File: src/rtl/vpu_operand_fetch_unit.sv
// Operand fetch: reads one SRAM row per start, then streams it to the lane as
// EXEC_UNIT_DATA_WIDTH elements (element 0 = row LSBs) over valid/ready.
module vpu_operand_fetch_unit #(
    parameter int SRAM_DATA_WIDTH      = 256,
    parameter int EXEC_UNIT_DATA_WIDTH = 32,
    parameter int EXEC_CNT             = SRAM_DATA_WIDTH / EXEC_UNIT_DATA_WIDTH,
    parameter int OPERAND_ADDR_WIDTH   = 16,
    parameter int BANK_ID_WIDTH        = 2
) (
    input  logic                                       clk,
    input  logic                                       rst,
    input  logic                                       start_i,
    input  logic [OPERAND_ADDR_WIDTH-1:0]              src_addr_i,
    input  logic [$clog2(EXEC_CNT):0]                  elem_cnt_i,
    output logic                                       done_o,
    output logic                                       sram_req_o,
    input  logic                                       sram_ack_i,
    output logic [BANK_ID_WIDTH-1:0]                   sram_rid_o,
    output logic [OPERAND_ADDR_WIDTH-BANK_ID_WIDTH-1:0] sram_addr_o,
    input  logic                                       sram_rvalid_i,
    input  logic [SRAM_DATA_WIDTH-1:0]                 sram_rdata_i,
    output logic                                       op_valid_o,
    input  logic                                       op_ready_i,
    output logic [EXEC_UNIT_DATA_WIDTH-1:0]            op_data_o,
    output logic                                       op_last_o
);

    localparam int IDX_W = $clog2(EXEC_CNT);
    localparam int CNT_W = IDX_W + 1;
    localparam logic [CNT_W-1:0] CNT_MAX = CNT_W'(EXEC_CNT);
    localparam logic [CNT_W-1:0] CNT_ONE = CNT_W'(1);
    localparam logic [IDX_W-1:0] IDX_ONE = IDX_W'(1);

    typedef enum logic [1:0] {
        S_IDLE   = 2'd0,
        S_REQ    = 2'd1,
        S_WAIT   = 2'd2,
        S_STREAM = 2'd3
    } state_t;

    state_t                            r_state;
    state_t                            w_state_nxt;
    logic [OPERAND_ADDR_WIDTH-1:0]     r_addr;
    logic [CNT_W-1:0]                  r_cnt;
    logic [IDX_W-1:0]                  r_idx;
    logic [SRAM_DATA_WIDTH-1:0]        r_row;
    logic                              w_start_acc;
    logic                              w_row_load;
    logic                              w_xfer;
    logic                              w_last;
    logic [EXEC_UNIT_DATA_WIDTH-1:0]   w_elems [EXEC_CNT];

    // Out-of-range counts (0 or above EXEC_CNT) mean "whole row".
    function automatic logic [CNT_W-1:0] sat_cnt(input logic [CNT_W-1:0] c);
        if ((c == '0) || (c > CNT_MAX)) begin
            return CNT_MAX;
        end
        return c;
    endfunction

    for (genvar g = 0; g < EXEC_CNT; g++) begin : g_slice
        assign w_elems[g] = r_row[g*EXEC_UNIT_DATA_WIDTH +: EXEC_UNIT_DATA_WIDTH];
    end

    assign w_last      = (r_state == S_STREAM) && (CNT_W'(r_idx) == (r_cnt - CNT_ONE));
    assign sram_rid_o  = r_addr[BANK_ID_WIDTH-1:0];
    assign sram_addr_o = r_addr[OPERAND_ADDR_WIDTH-1:BANK_ID_WIDTH];

    always_comb begin
        w_state_nxt = r_state;
        w_start_acc = 1'b0;
        w_row_load  = 1'b0;
        w_xfer      = 1'b0;
        done_o      = 1'b0;
        sram_req_o  = 1'b0;
        op_valid_o  = 1'b0;
        op_last_o   = 1'b0;
        op_data_o   = '0;
        case (r_state)
            S_IDLE: begin
                done_o = 1'b1;
                if (start_i) begin
                    w_start_acc = 1'b1;
                    w_state_nxt = S_REQ;
                end
            end
            S_REQ: begin
                sram_req_o = 1'b1;
                // Data may return in the accept cycle itself; skip S_WAIT then.
                if (sram_ack_i) begin
                    if (sram_rvalid_i) begin
                        w_row_load  = 1'b1;
                        w_state_nxt = S_STREAM;
                    end else begin
                        w_state_nxt = S_WAIT;
                    end
                end
            end
            S_WAIT: begin
                if (sram_rvalid_i) begin
                    w_row_load  = 1'b1;
                    w_state_nxt = S_STREAM;
                end
            end
            S_STREAM: begin
                op_valid_o = 1'b1;
                op_last_o  = w_last;
                op_data_o  = w_elems[r_idx];
                if (op_ready_i) begin
                    w_xfer = 1'b1;
                    if (w_last) begin
                        w_state_nxt = S_IDLE;
                    end
                end
            end
            default: w_state_nxt = S_IDLE;
        endcase
    end

    always_ff @(posedge clk) begin
        if (rst) begin
            r_state <= S_IDLE;
            r_addr  <= '0;
            r_cnt   <= '0;
            r_idx   <= '0;
            r_row   <= '0;
        end else begin
            r_state <= w_state_nxt;
            if (w_start_acc) begin
                r_addr <= src_addr_i;
                r_cnt  <= sat_cnt(elem_cnt_i);
            end
            if (w_row_load) begin
                r_row <= sram_rdata_i;
            end
            if (w_xfer) begin
                r_idx <= w_last ? '0 : (r_idx + IDX_ONE);
            end
        end
    end

endmodule

File: config.mk
export PLATFORM = sky130hd
export DESIGN_NAME = vpu_operand_fetch_unit
export DESIGN_NICKNAME = d
export VERILOG_FILES = /design/src/rtl/vpu_operand_fetch_unit.sv
export SDC_FILE = /design/constraint.sdc
export NUM_CORES = 1
export LEC_CHECK = 0
export CORE_MARGIN = 3
export CORE_UTILIZATION = 40
export CTS_CLUSTER_SIZE = 24
export DETAILED_ROUTE_END_ITERATION = 10
export HOLD_SLACK_MARGIN = 0.05
export PLACE_DENSITY = 0.66
export SLEW_MARGIN = 20
export SYNTH_ARGS = -nofsm -noshare
export SYNTH_HDL_FRONTEND = slang
export SYNTH_SLANG_ARGS = --single-unit
export TNS_END_PERCENT = 10
File: constraint.sdc
create_clock -name clk -period 2.8 [get_ports clk]
set_input_delay 0.56 -clock clk [delete_from_list [all_inputs] [get_ports clk]]
set_output_delay 0.56 -clock clk [all_outputs]
set_load 0.01 [all_outputs]
Word level (Yosys, flattened, before mapping)
Index checks and enable logic that the tools add are counted.
Widths: inputs -> output; s select.

word-level totals
  register bits = 281
  bits of input ports = 282
  output and inout bits = 52
  logic and storage cells = 52

cells by class
  $add $sub $neg = 2
  order comparisons = 2
  eq/ne operators = 9
  muxes and demuxes = 28
  bitwise gates (word level) = 1
  reduce and logical (&&, ||, !) cells = 5

operator list
  kind                 count
  $bmux 32 s3          1
  $mux 32              3
  $mux 1               14
  $mux 2               5
  $ne 2x2->1 const B   5
  $mux 4               2
  $pmux 2 s4           1
  $reduce_and 5->1     1
  $eq 2x2->1 const B   2
  $eq 3x4->1           1
  $ge 4x4->1 const B   1
  $gt 4x4->1 const B   1
  $logic_not 4->1      1
  $not 3->4            1
  $sub 4x1->4 const B  1
  $add 3x1->3 const B  1
  $mux 3               1
  $eq 2x1->1 const B   1
  $logic_not 2->1      1
  $pmux 1 s2           1
  $logic_and 1x1->1    1
  $logic_or 1x1->1     1

Depth between registers and ports, before layout
Gate-level depths: netlist of the first run.

  depth in word-level cells = 6
  gate-level depth with buffers = 9
  mapped depth without buffers = 6

Least setup slack after synthesis of the first run
No wires, ideal clock.

  kind = reg-to-output
  start = reg r_idx[0]
  end = out op_data_o[10]
  arrival time = 1,638 ps
  required time = 2,240 ps
  setup slack = 602 ps
  stages on the path, launching flop included = 7
  path buffers = 3
  cells stage by stage = dfxtp_1 -> buf_2 -> buf_2 -> buf_4 -> mux4_2 -> mux2i_1 -> nor2b_1

between the ends
  cells in the longest elaborated chain, start to end = 5

RTL lines
  item                                         line  text
  start: declaration                           45    logic [IDX_W-1:0] r_idx;
  start signal: assignment                     137   r_idx <= w_last ? '0 : (r_idx + IDX_ONE);
  $not 3->4 (implied by the code)              108   op_data_o = w_elems[r_idx];
  $bmux 32 s3                                  108
  $mux 32 (implied by the code) (2 in series)  108
  $mux 32                                      79    case (r_state)
  end: declaration                             24    output logic [EXEC_UNIT_DATA_WIDTH-1:0] op_data_o,

No other way between the ends. The select of a mux whose other input is x is not followed.

Final worst setup path of the first run
Same ends and word-level chain as after synthesis.

==> impl_metrics.toml, run 1 <==
[status]
run_status = "finished with violations"
violations = "setup timing"

[worst_setup_path]
cp_max_fo = 6
cp_slowest_cell = "mux4_2"
critical-path-max-stage-delay_ns = 0.49
required_ns = 2.24
cp.arrival_ns = 2.24
path_class = "reg2out"
crit_path_end_kind = "output pin"
start_kind = "flop"
critical_path.cell_chain = "buf_12 > clkbuf_16 > buf_6 > mux4_2 > mux2i_1 > nor2b_1 > buf_2"

[timing]
fin_ws_ns = -0.00115
slew_headroom_pct = 54.3
period_share_pct = 100
rsz0062_at_grt = "yes"
fin_worst_skew_ns = 0.0299
setup_violations = 1
hold_viol_final = 0
worst_slew_pin_slew_ns = 0.686
fin_crit_ns = 2.80
max_freq_mhz = 357
final_max_slew_viol_count = 0

[cts]
cts-root-buf = "clkbuf_16"
cts_tree = "yes"
numCtsBuffers = 30
htree_levels = 1
clock_latency_ns = 0.56
clk_pin_slew_worst_paths_ns = 0.06
cts_buffer_depth = 3
cts_sinks = 281

[global_routing]
grt_max_degree = 90
grt_pass1_vias = 10459
grt_first_pass_wirelength_mm = 60.2
grt.total_usage_pct = 24.4
grt-ovfl-total = 0
grt_antenna_before_repair = 5

[detailed_routing]
dr_total_vias = 11040
drtPass1Iterations = 7
wire_per_inst_um = 19.3
drcViolationCount = 0
viasPerCell = 5.23
ant_nets = 0
routed_wl_mm = 40.6
drt_iter0_markers = 914

[final_layout]
multiInputGateArea_um2 = 5800
final_common_cell = "nand2_1"
seq_area_um2 = 5630
nFillCells = 2610
synthToLayoutAreaGrowth_pct = 41.5
layout-drive-gt1-share_pct = 10.9
finalNonFillerCells = 2110
layout.nets = 1985
final_cell_mix = "nand2_1, clkdlybuf4s50_1, dfxtp_1, a21oi_1, mux4_2"

[placed_design]
port_buffers = 333
gp_congestion = 0.971
place_hpwl_mm = 29.3
dpl.cell_count = 2031

[power_and_ir_drop]
leakage_nw = 5.63
ir_worst_vdd_mv = 0.466
pwr-share-clk_pct = 35.5
power.internal_mw = 8.03
power_mw = 11.2
combPwrFrac_pct = 22.3
p_seq_share_pct = 42.2
swShare_pct = 28.4
p_per_area_nw_per_um2 = 666
p_switching_mw = 3.19

[flow_run]
maxCapViolCount = 0

[die]
io_pins = 334
core_area_um2 = 29000
die_area_um2 = 31900
start_util_pct = 41.0
fp.dieH_um = 179
fp.dieW_um = 179
row_count = 62

[synthesis]
syn_inst = 1404
synth_area_um2 = 11900
synth-seq-area-share_pct = 47.2
synth_top_area_cell = "dfxtp_1"
synth_top_area_share_pct = 47.2
avgSynthCellArea_um2 = 8.48
yosysWarnings = 0
synthTopCellsByArea = "dfxtp_1, nand2_1, mux4_2"
synth_seq_cells = 281
syn-num-nets = 1692
synth_cell_types = 35

[hold_path]
hp-class = "reg2reg"
## cell usage after synthesis
cell / number
inv_1: 4
and2_1: 1
nand2b_1: 5
nand4_2: 1
xnor2_1: 2
nor2_1: 4
o2111ai_1: 1
nor3b_1: 1
buf_1: 11
ha_1: 6
a21o_1: 1
and3_1: 1
buf_2: 27
a211oi_1: 1
o32ai_1: 1
nor2b_1: 32
nand3_1: 2
nand3b_1: 3
dfxtp_1: 281
mux4_2: 64
o21ai_0: 2
xor2_1: 2
clkbuf_1: 73
nor3_1: 4
o31a_1: 1
buf_4: 4
nand4_1: 1
nand2_1: 552
a221oi_2: 1
nor4_1: 1
o31ai_1: 1
or4_4: 1
or4_1: 1
a21oi_1: 277
mux2i_1: 34
## layer usage
metal | vias up | GRT usage [%] | part of all wire [%]
met3 | 59 | 6.73 | 9.3
met1 | 5203 | 36.5 | 45
met2 | 477 | 34.9 | 43
met4 | 2 | 5.88 | 2.0
met5 | - | 0 | 0.032
li1 | 5299 | - | -
## area by class of cell
cell class                      instances  area share [%]
Antenna cell                            7           0.104
Clock buffer                           44            5.06
Clock inverter                         10           0.846
Timing Repair Buffer                  376            23.2
Multi-Input combinational cell       1004            34.4
Tap cell                              384            2.85
Sequential cell                       281            33.4
Inverter                                4          0.0891
## cells by family after synthesis
family | share of synthesized area, %
muxes | 15.0
and+or+nand+nor | 20.4
adders and majority gates | 0.630
buffers and inverters | 4.16
AOI/OAI and AO/OA | 12.3
DFF | 47.2
xor gates and xnor gates | 0.294
## registers in the layout, summed over array words and instances, names as in the netlist
register  cells
r_idx         3
r_state       2
r_row       256
r_cnt         4
r_addr       16
## stage by stage
step,instance area (µm²),hold slack [ns],util [%],worst slack [ns],TNS (ns)
2_1_floorplan,11900,0.433,-,0.602,0
3_3_place_gp,15700,0.441,54.1,0.182,0
3_5_place_dp,15700,0.445,54.1,0.160,0
4_1_cts,16800,0.453,57.9,-0.0831,-0.313
5_1_grt,16800,0.472,58.1,-0.0788,-1.02
6_report,16900,0.452,58.1,-0.00115,-0.00115
## repair_timing
item / 4_1_cts / 5_1_grt
resized for setup: 78 / 37
buffers inserted: 14 / 1
hold buffers: 0 / 0
cloned: 0 / 3
endpoints found under the setup margin: 33 / 31
## critical path, delay by kind of cell (launching register included)
kind,cells,cell delay (ns)
mux,2,0.66
flops,1,0.37
buf+inv,4,0.57
simple gates,1,0.08
## final timing paths
check	endpoint	depth (start not counted)	slack (ns)	start
worst max-delay path	op_data_o[10]	7	-0.001	r_idx[0]
worst min-delay path	r_row[108]	2	0.45	r_row[108]
worst max register to register	r_row[84]	7	0.77	r_state[1]
worst min register to register	r_row[108]	2	0.45	r_row[108]
## power groups by stage
stage / logic, mW / registers, mW / clock network [mW]
after floorplan: 1.43 / 4.69 / 0
after global placement: 2.38 / 4.82 / 0
after detailed placement: 2.42 / 4.81 / 0
after CTS: 2.48 / 4.72 / 4.05
after global routing: 2.77 / 4.77 / 4.21
final: 2.50 / 4.74 / 3.98
(Power assumes the default switching activity.)
==> run 2: changes to the inputs <==
--- a/config.mk
+++ b/config.mk
@@ -9,6 +9,7 @@
 export CORE_UTILIZATION = 40
 export CTS_CLUSTER_SIZE = 24
 export DETAILED_ROUTE_END_ITERATION = 10
+export GPL_TIMING_DRIVEN = 0
 export HOLD_SLACK_MARGIN = 0.05
 export PLACE_DENSITY = 0.66
 export SLEW_MARGIN = 20
==> run 2 against run 1 <==
Clock skew down 0.019 ns. Largest cell class unchanged. Largest power group unchanged. Wire length up 5.2%. Hold slack worse by 0.0016 ns. Global-route usage up 1.9 points. The flow still finishes with violations (setup timing).
==> impl_metrics.toml, run 2 (synthesized netlist as in run 1, its figures left out) <==
[detailed_routing]
viasPerCell = 5.17
drt_iter0_markers = 781
dr_total_vias = 11348
drtPass1Iterations = 5
wire_per_inst_um = 19.5
drcViolationCount = 0
ant_nets = 0
routed_wl_mm = 42.8

[power_and_ir_drop]
ir_worst_vdd_mv = 0.473
p_per_area_nw_per_um2 = 672
power_mw = 11.5
leakage_nw = 5.80

[timing]
rsz0062_at_grt = "yes"
setup_tns_ns = -0.346
fin_crit_ns = 2.86
slew_headroom_pct = 44.3
whs_ns = 0.450
hold_viol_final = 0
fin_worst_skew_ns = 0.0110
final_max_slew_viol_count = 0
worst_slew_pin_slew_ns = 0.836
setup_violations = 14
period_share_pct = 102
max_freq_mhz = 350
fin_ws_ns = -0.0566

[global_routing]
grt.total_usage_pct = 26.3
grt_antenna_before_repair = 4
grt_max_degree = 15
grt_first_pass_wirelength_mm = 64.1
grt_pass1_vias = 11390
grt-ovfl-total = 0

[die]
row_count = 62
io_pins = 334
die_area_um2 = 31900
core_area_um2 = 29000
start_util_pct = 41.0
fp.dieW_um = 179
fp.dieH_um = 179

[placed_design]
place_hpwl_mm = 32.4
port_buffers = 332
place_ws_ns = -0.672
dpl.cell_count = 2120
dpl_cell_area_um2 = 15700
gp_congestion = 0.880

[hold_path]
hp-class = "reg2reg"

[final_layout]
final_cell_mix = "nand2_1, clkdlybuf4s50_1, dfxtp_1, a21oi_1, clkbuf_1"
layout-drive-gt1-share_pct = 12.0
postLayoutCoreUtil_pct = 58.9
synthToLayoutAreaGrowth_pct = 43.6
reg.largest.list = "r_row (256), r_addr (16), r_cnt (4)"
max_flop_register = "r_row"
finalNonFillerCells = 2197
nFillCells = 2646
largest_register_ff_count = 256
layout.nets = 2078
fin_area_um2 = 17100
final_common_cell = "nand2_1"

[worst_setup_path]
cp_slowest_cell = "mux4_2"
crit_path_end = "op_data_o[10]"
path_class = "reg2out"
critical-path-max-stage-delay_ns = 0.51
crit_top_cell = "buf_12"
rr_endpoint = "r_row[168]"
cp.depth = 8
required_ns = 2.24
reg2regPathDepth = 9
reg2reg_from = "r_state[1]"
start_kind = "flop"
cp.arrival_ns = 2.30
critical_path.cell_chain = "buf_6 > buf_12 > buf_12 > buf_4 > mux4_2 > mux2i_1 > nor2b_1 > buf_2"
cp_max_fo = 7
crit_path_end_kind = "output pin"
cp_num_buf_inv = 5
cpLargestDelayFamily = "multiplexers"
reg2reg_setup_slack_ns = 0.28
cp-startpoint = "r_idx[0]"

[status]
violations = "setup timing"
run_status = "finished with violations"

[cts]
clk_pin_slew_worst_paths_ns = 0.06
cts-root-buf = "clkbuf_16"
cts_tree = "yes"
clock_latency_ns = 0.55
htree_levels = 1
cts_buffer_depth = 3
cts_sinks = 281
numCtsBuffers = 31

[flow_run]
maxCapViolCount = 0
-- run 2: cell types whose count changed in the layout (fill, tap and decap cells not counted), sizes merged, moves of 3 or more --
cell and change:
dlygate4sd2 -5, buf +43, clkbuf +52, diode -3
-- run 2: worst min-delay path by stage --
stage               start    endpoint  cells past startpoint
3_5_place_dp   r_row[200]  r_row[200]                      2
3_3_place_gp     r_row[1]    r_row[1]                      2
4_1_cts        r_row[200]  r_row[200]                      2
6_report       r_row[202]  r_row[202]                      2
5_1_grt        r_row[200]  r_row[200]                      2
2_1_floorplan  r_row[192]  r_row[192]                      2
-- run 2: final cells by class --
type / instances / area [µm²] / share of cell area [%]
Buffer: 115 / 636 / 3.72
Clock buffer: 41 / 863 / 5.05
Inverter: 4 / 15.0 / 0.0878
Tap cell: 384 / 480 / 2.81
Clock inverter: 11 / 174 / 1.02
Sequential cell: 281 / 5630 / 32.9
Multi-Input combinational cell: 1004 / 5810 / 34.0
Timing Repair Buffer: 353 / 3490 / 20.4
Antenna cell: 4 / 10.0 / 0.0585
-- run 2: power by group --
| group | total (mW) | switching (mW) | internal (mW) | leakage (nW) |
|---|---|---|---|---|
| registers | 4.67 | 0.244 | 4.43 | 2.27 |
| logic | 2.63 | 1.41 | 1.23 | 3.03 |
| clock network | 4.18 | 1.66 | 2.52 | 0.503 |
| total | 11.5 | 3.31 | 8.18 | 5.80 |
-- run 2: repair_timing --
| action | CTS | global route |
|---|---|---|
| pin swaps | 0 | 1 |
| gates resized for setup | 188 | 21 |
| setup buffers | 11 | 6 |
| hold buffers | 0 | 0 |
| endpoints found under the setup margin | 33 | 64 |
| cloned | 5 | 0 |
-- run 2: worst min-delay path: stages, from the launching register on --
cell     delay (ns)
dfxtp_1        0.30
nand2_1        0.05
a21oi_1        0.05
-- run 2: metal layers --
| layer | wire (µm) | track usage (%) | vias to the layer above |
|---|---|---|---|
| met3 | 2960 | 4.07 | 85 |
| met2 | 20500 | 44.6 | 394 |
| met5 | 0 | 0 | - |
| met1 | 17900 | 34.4 | 5391 |
| met4 | 1420 | 8.41 | 0 |
| li1 | - | - | 5478 |
